===== config.mk =====
export PLATFORM = sky130hd
export DESIGN_NAME = controle_jogada
export DESIGN_NICKNAME = d
export VERILOG_FILES = /design/src/rtl/controle_jogada.sv
export SDC_FILE = /design/constraint.sdc
export NUM_CORES = 1
export LEC_CHECK = 0
export ABC_AREA = 0
export CELL_PAD_IN_SITES_DETAIL_PLACEMENT = 0
export CELL_PAD_IN_SITES_GLOBAL_PLACEMENT = 1
export CORE_ASPECT_RATIO = 1.5
export CORE_MARGIN = 2
export CORE_UTILIZATION = 44
export DETAILED_ROUTE_END_ITERATION = 12
export HOLD_SLACK_MARGIN = 0.1
export PLACE_DENSITY_LB_ADDON = 0.1
export SYNTH_ARGS = -nofsm -noshare
export SYNTH_HDL_FRONTEND = slang
export SYNTH_SLANG_ARGS = --single-unit
export TNS_END_PERCENT = 10

===== constraint.sdc =====
create_clock -name clock -period 4.5 [get_ports clock]
set_input_delay 0.9 -clock clock [delete_from_list [all_inputs] [get_ports clock]]
set_output_delay 0.9 -clock clock [all_outputs]
set_load 0.05 [all_outputs]

===== src/rtl/controle_jogada.sv =====
// controle_jogada: takes one button press per move while jogar is high, checks the cell through a
// sync-read board memory and pulses accept / reject / timeout. Optional input filter: DEBOUNCE_EN.
module controle_jogada #(
  parameter int TIMEOUT_CICLOS = 250000000
`ifdef DEBOUNCE_EN
  , parameter int DEBOUNCE_CICLOS = 1000000
`endif
) (
  input  logic       clock,
  input  logic       reset,
  input  logic       jogar,
  input  logic [8:0] botoes,
  input  logic [3:0] base_addr,
  input  logic [1:0] celula_dado,
  output logic [7:0] celula_addr,
  output logic [3:0] jogada_pos,
  output logic       tem_jogada,
  output logic       jogada_invalida,
  output logic       timeout,
  output logic [3:0] db_estado
);

  typedef enum logic [3:0] {
    OCIOSO   = 4'd0,
    ESPERA   = 4'd1,
    LE_MEM   = 4'd2,
    AGUARDA  = 4'd3,
    VALIDA   = 4'd4,
    ACEITA   = 4'd5,
    INVALIDA = 4'd6,
    SOLTA    = 4'd7,
    TEMPO    = 4'd8
  } estado_t;

  localparam logic [27:0] LIMITE = 28'(TIMEOUT_CICLOS - 1);

  estado_t     r_estado;
  logic [27:0] r_timer;
  logic [3:0]  r_pos;
  logic [8:0]  w_botoes;
  logic [3:0]  w_indice;
  logic        w_unico;

`ifdef DEBOUNCE_EN
  localparam int CW = $clog2(DEBOUNCE_CICLOS + 1);
  localparam logic [CW-1:0] ESTAVEL = CW'(DEBOUNCE_CICLOS);

  logic [CW-1:0] r_filtro [9];

  always_ff @(posedge clock or posedge reset) begin
    if (reset) begin
      for (int i = 0; i < 9; i++) r_filtro[i] <= '0;
    end else begin
      for (int i = 0; i < 9; i++) begin
        if (!botoes[i])                r_filtro[i] <= '0;
        else if (r_filtro[i] != ESTAVEL) r_filtro[i] <= r_filtro[i] + 1'b1;
      end
    end
  end

  // Gating with the raw bit makes release take effect in the same cycle.
  always_comb begin
    w_botoes = '0;
    for (int i = 0; i < 9; i++) w_botoes[i] = botoes[i] && (r_filtro[i] == ESTAVEL);
  end
`else
  assign w_botoes = botoes;
`endif

  always_comb begin
    w_indice = 4'd0;
    for (int i = 0; i < 9; i++) if (w_botoes[i]) w_indice = 4'(i);
  end

  assign w_unico = (w_botoes != 9'd0) && ((w_botoes & (w_botoes - 9'd1)) == 9'd0);

  always_ff @(posedge clock or posedge reset) begin
    if (reset) begin
      r_estado <= OCIOSO;
      r_timer  <= '0;
      r_pos    <= '0;
    end else begin
      if (r_estado != OCIOSO && r_estado != ACEITA && r_timer != LIMITE)
        r_timer <= r_timer + 28'd1;

      case (r_estado)
        OCIOSO: if (jogar) begin
          r_estado <= ESPERA;
          r_timer  <= '0;
        end
        ESPERA: begin
          if (!jogar)                 r_estado <= OCIOSO;
          else if (r_timer == LIMITE) r_estado <= TEMPO;
          else if (w_unico) begin
            r_pos    <= w_indice;
            r_estado <= LE_MEM;
          end
        end
        LE_MEM:   r_estado <= jogar ? AGUARDA : OCIOSO;
        AGUARDA:  r_estado <= jogar ? VALIDA : OCIOSO;
        VALIDA: begin
          if (!jogar)                    r_estado <= OCIOSO;
          else if (celula_dado == 2'b00) r_estado <= ACEITA;
          else                           r_estado <= INVALIDA;
        end
        ACEITA: begin
          r_timer  <= '0;
          r_estado <= SOLTA;
        end
        INVALIDA: r_estado <= SOLTA;
        TEMPO:    r_estado <= SOLTA;
        // Raw buttons gate the release so a bouncing key cannot re-arm a move.
        SOLTA:    if (botoes == 9'd0) r_estado <= jogar ? ESPERA : OCIOSO;
        default:  r_estado <= OCIOSO;
      endcase
    end
  end

  assign celula_addr     = {base_addr, r_pos};
  assign jogada_pos      = r_pos;
  assign tem_jogada      = (r_estado == ACEITA);
  assign jogada_invalida = (r_estado == INVALIDA);
  assign timeout         = (r_estado == TEMPO);
  assign db_estado       = r_estado;

endmodule


Yosys cells after proc, flatten, opt, wreduce, memory -nomap -nowiden. Cells that the tools add are included.

Add/sub/neg operators: 2. Eq/ne operators: 14. Muxes and demuxes: 22. Bitwise gates (word level): 2. Reductions and logical operators: 12.

Operators with widths (count): two-way mux 28 bit (2); case mux 28 bit (2 select lines) (1); two-way mux 4 bit (12); adder 28 x 1 -> 28 bit (second input constant) (1); == test 28 bit (second input constant) (1); inequality test 28 bit (second input constant) (1); case mux 4 bit (7 select lines) (1); logical NOT 9 bit (2); == test 4 x 3 -> 1 bit (second input constant) (4); bitwise AND 9 bit (1); nonzero test 9 bit (1); subtractor 9 x 1 -> 9 bit (second input constant) (1); == test 4 x 2 -> 1 bit (second input constant) (2); two-way mux 3 bit (2); == test 4 x 1 -> 1 bit (second input constant) (1); == test 4 bit (second input constant) (1); logical NOT 4 bit (1); two-way mux 2 bit (2); inequality test 2 bit (second input constant) (2); inequality test 4 x 3 -> 1 bit (second input constant) (1); inequality test 4 bit (second input constant) (1); AND reduction 4 bit (1); nonzero test 4 bit (1); logical AND 1 bit (3); other kinds (5) (6).

Register bits after elaboration: 36. Logic and storage cells: 55.

Logic depth before layout (Yosys ltp).
Depth after elaboration: 8. Gate-level depth with buffers: 9.

Worst setup path before layout. OpenSTA, ideal clock, no wires.

Kind: register to output. From: reg r_estado[0], in the netlist db_estado[0]. To: out timeout. Arrival: 2.678 ns. Required time: 3.600 ns. Setup slack: 0.922 ns. Cell stages (with the launch flop): 4. Buffers on the path: 2. Cell sequence: dfrtp_1 > clkbuf_2 > clkbuf_1 > nor4b_1.

Word-level cells in the longest chain between the ends: 1.

RTL lines: start, declared (line 37) `estado_t r_estado;`; start signal, assigned (line 99) `LE_MEM: r_estado <= jogar ? AGUARDA : OCIOSO;`; start signal, assigned (line 100) `AGUARDA: r_estado <= jogar ? VALIDA : OCIOSO;`; start signal, assigned (line 113) `SOLTA: if (botoes == 9'd0) r_estado <= jogar ? ESPERA : OCIOSO;`; == test 4 bit (line 123) `assign timeout = (r_estado == TEMPO);`; end, declared (line 19) `output logic timeout,`.

No other way between the ends.

Worst setup path after layout.
From: reg r_estado[2], in the netlist db_estado[2]. To: out jogada_invalida.

Word-level cells in the longest chain between the ends: 1.

RTL lines: == test 4 x 3 -> 1 bit (line 122) `assign jogada_invalida = (r_estado == INVALIDA);`; end, declared (line 18) `output logic jogada_invalida,`.

No other way between the ends.

==> metrics.cfg <==
[worst_setup_path]
startpoint_type = register
r2r_cells = 6
critical_path_class = reg2out
rrSetupSlack_ps = 1770
crit_required_ps = 3600
endpoint_kind = primary output
r2r_start = r_timer[0]
path_max_fanout = 11
worstPathArrival_ps = 2180
r2r_end = r_timer[12]

[clock_tree]
cts.sinks = 36
cts_tree = yes
insertion_delay_ps = 290
cts-root-buf = clkbuf_8
postCtsSetupRepairBufs = 0
cts_resized = 0
clockBufferDepth = 2
holdBufCountCts = 0
htree_levels = 2
cts_buffers = 5
cts.clk_slew.worst_paths_ps = 80

[drt]
wl_per_cell_um = 16.18
postRouteAntennaNets = 0
wl_met3_um = 172
drt_first_iter_violations = 108
dr.pass1.iters = 4
wl_met1_mm = 2.267
routed-wl-met2_mm = 3.034
routed_via_density = 5.812
top_layer = met4
vias = 2005
wl_mm = 5.582
route.detailed.drc = 0

[pwr]
pwr_density_cell_nw_per_um2 = 427.0
p_seq_share_pct = 37.1
p_leak_nw = 1.038
internal_power_uw = 633.7
p_total_mw = 1.139
power.share.switching_pct = 44.37
ir_worst_vdd_mv = 0.2176
pwr-share-comb_pct = 41.5
p_switching_uw = 505.4
clockPowerShare_pct = 21.4

[floorplan]
dieHeight_um = 92.67
die-area_um2 = 5848
start_util_pct = 45.35
num_io_pins = 37
num_rows = 32
die_w_um = 63.11
coreArea_um2 = 5085

[synth]
muxShareOfSynthArea_pct = 3.744
netlist_instances = 259
yosys.area.top_type = dfrtp_1
synth_xor_area_share_pct = 4.938
synth_fa_ha_area_share_pct = 0.5426
synth_edf_count = 0
avgSynthCellArea_um2 = 8.903
seq_area_frac_synth_pct = 39.07
async_flop_share_pct = 100.0
ys_warn_count = 0
synthSimpleGateAreaFrac_pct = 29.63
netlist_area_um2 = 2306
synth_top_family_by_area = simple AND/OR/NAND/NOR gates
synth-seq-cells = 36
yosysTopAreaCellShare_pct = 39.07
synth.most_common_cell = dfrtp_1
ys.flop_type = dfrtp_1
syn_nets = 278
synth_area_leaders = dfrtp_1 39%, a21oi_1 4.3%, nor2_1 3.9%, buf_4 3.3%, nand2_1 3.3%
synth_common_cells = 36 x dfrtp_1, 24 x nor2_1, 20 x a21oi_1, 20 x nand2_1
yosys.cell_types.count = 48
synth_compound_area_share_pct = 16.22

[worst_hold_path]
hold_class = reg2reg
hold_end = jogada_pos[3]
min_from = jogada_pos[3]
hold_depth = 1

[placement]
gp_congestion = 0.7594
post-place-ws_ps = 1159
dp_hpwl_mm = 4.060
port-buffer-count = 28
placed_cell_area_um2 = 2575

[timing]
fin_tns_setup_ps = 0
slew_viol_final = 0
tightest_slew_ps = 1081
skew_ps = 5.594
rsz0062_at_grt = false
hold_viol_final = 0
max_freq_mhz = 324.6
relSlewSlack_pct = 27.87
period_needed_ps = 3081
setup_viol = 0
setup_ws_ps = 1419
period_share_pct = 68.47

[global_route]
grt_max_degree = 29
grt_pass1_wl_mm = 9.639
antenna_found_initial = 0
grt-ovfl-total = 0
grt_pass1_vias = 2065
globalRouteTotalUtil_pct = 20.63

[run]
cap_viol_max_count = 0

[cells_and_area]
diodes = 0
num-nets-final = 295
design_area_um2 = 2668
drive_gt1_share_pct = 7.581
areaGrowthSynthToFinish_pct = 15.68

[run_status]
status = finished, final reports clean

-- worst max-delay path, cell delays in order (launching register included) --
cell and delay, ps:
dfrtp_1 560, nor2b_1 310, nand2_1 90, nor2_1 110
clkdlybuf4s50_1 820
-- layer usage --
| layer | up-vias | track usage [%] |
|---|---|---|
| met3 | 9 | 3.402 |
| met5 | - | 0 |
| met4 | 0 | 7.222 |
| li1 | 993 | - |
| met2 | 38 | 39.54 |
| met1 | 965 | 22.38 |
-- power by group through the flow --
| stage | Sequential, mW | Combinational (mW) | Clock, mW |
|---|---|---|---|
| after floorplan | 0.444 | 0.359 | 0 |
| after global placement | 0.428 | 0.479 | 0 |
| after detailed placement | 0.429 | 0.480 | 0 |
| after CTS | 0.422 | 0.483 | 0.247 |
| after global routing | 0.433 | 0.518 | 0.259 |
| final | 0.423 | 0.473 | 0.244 |
-- registers in the layout, indices dropped and copies added (netlist names) --
signal / count
db_estado: 4
r_timer: 28
jogada_pos: 4
-- cells by family (layout without fill, tap and decap cells) --
logic type	count (synthesis)	in the layout
buf+inv	25	43
compound gates	57	57
simple gates	119	119
mux	8	8
fa+ha+maj	1	1
xor+xnor	13	13
flops	36	36
-- final cells by class --
cell class,instances,area (um^2)
Timing Repair Buffer,30,295.3
Inverter,5,18.77
Clock inverter,2,10.01
Tap cell,68,85.08
Sequential cell,36,900.9
Multi-Input combinational cell,198,1275
Fill cell,505,2417
Clock buffer,6,82.58
-- layout by cell type (no fill, tap or decap), types with 4 or more instances in the layout --
master	count
dfrtp_1	36
clkdlybuf4s50_1	28
nor2_1	24
nand2_1	20
a21oi_1	20
nand4_1	10
or4_1	9
nand3_1	8
xnor2_1	8
o31ai_1	8
o21ai_0	7
a2111oi_0	6
clkbuf_8	6
nor4_1	5
nor3_1	5
mux2_2	5
nand2b_1	5
xor2_1	5
inv_1	5
and3_1	4
nor3b_1	4
a211oi_1	4
or3_1	4
-- worst max path at each step --
stage / start / end / slack (ps) / cells after the start
detailed placement: botoes[3] / jogada_pos[1] / 1160 / 6
floorplan: db_estado[0] / timeout / 920 / 3
global placement: botoes[3] / jogada_pos[1] / 1180 / 6
global route: db_estado[2] / jogada_invalida / 1290 / 4
finish: db_estado[2] / jogada_invalida / 1420 / 4
CTS: db_estado[2] / jogada_invalida / 1410 / 4
-- stage by stage --
step                      hold slack [ps]  std cells  util (%)
final                               548.5        345     52.46
after CTS                           552.1        345     52.46
after global routing                581.9        345     52.46
after floorplan                     503.6        259         -
after global placement              521.4        337     50.64
after detailed placement            535.1        337     50.64
Note: power is estimated with default switching activity, not from simulation.
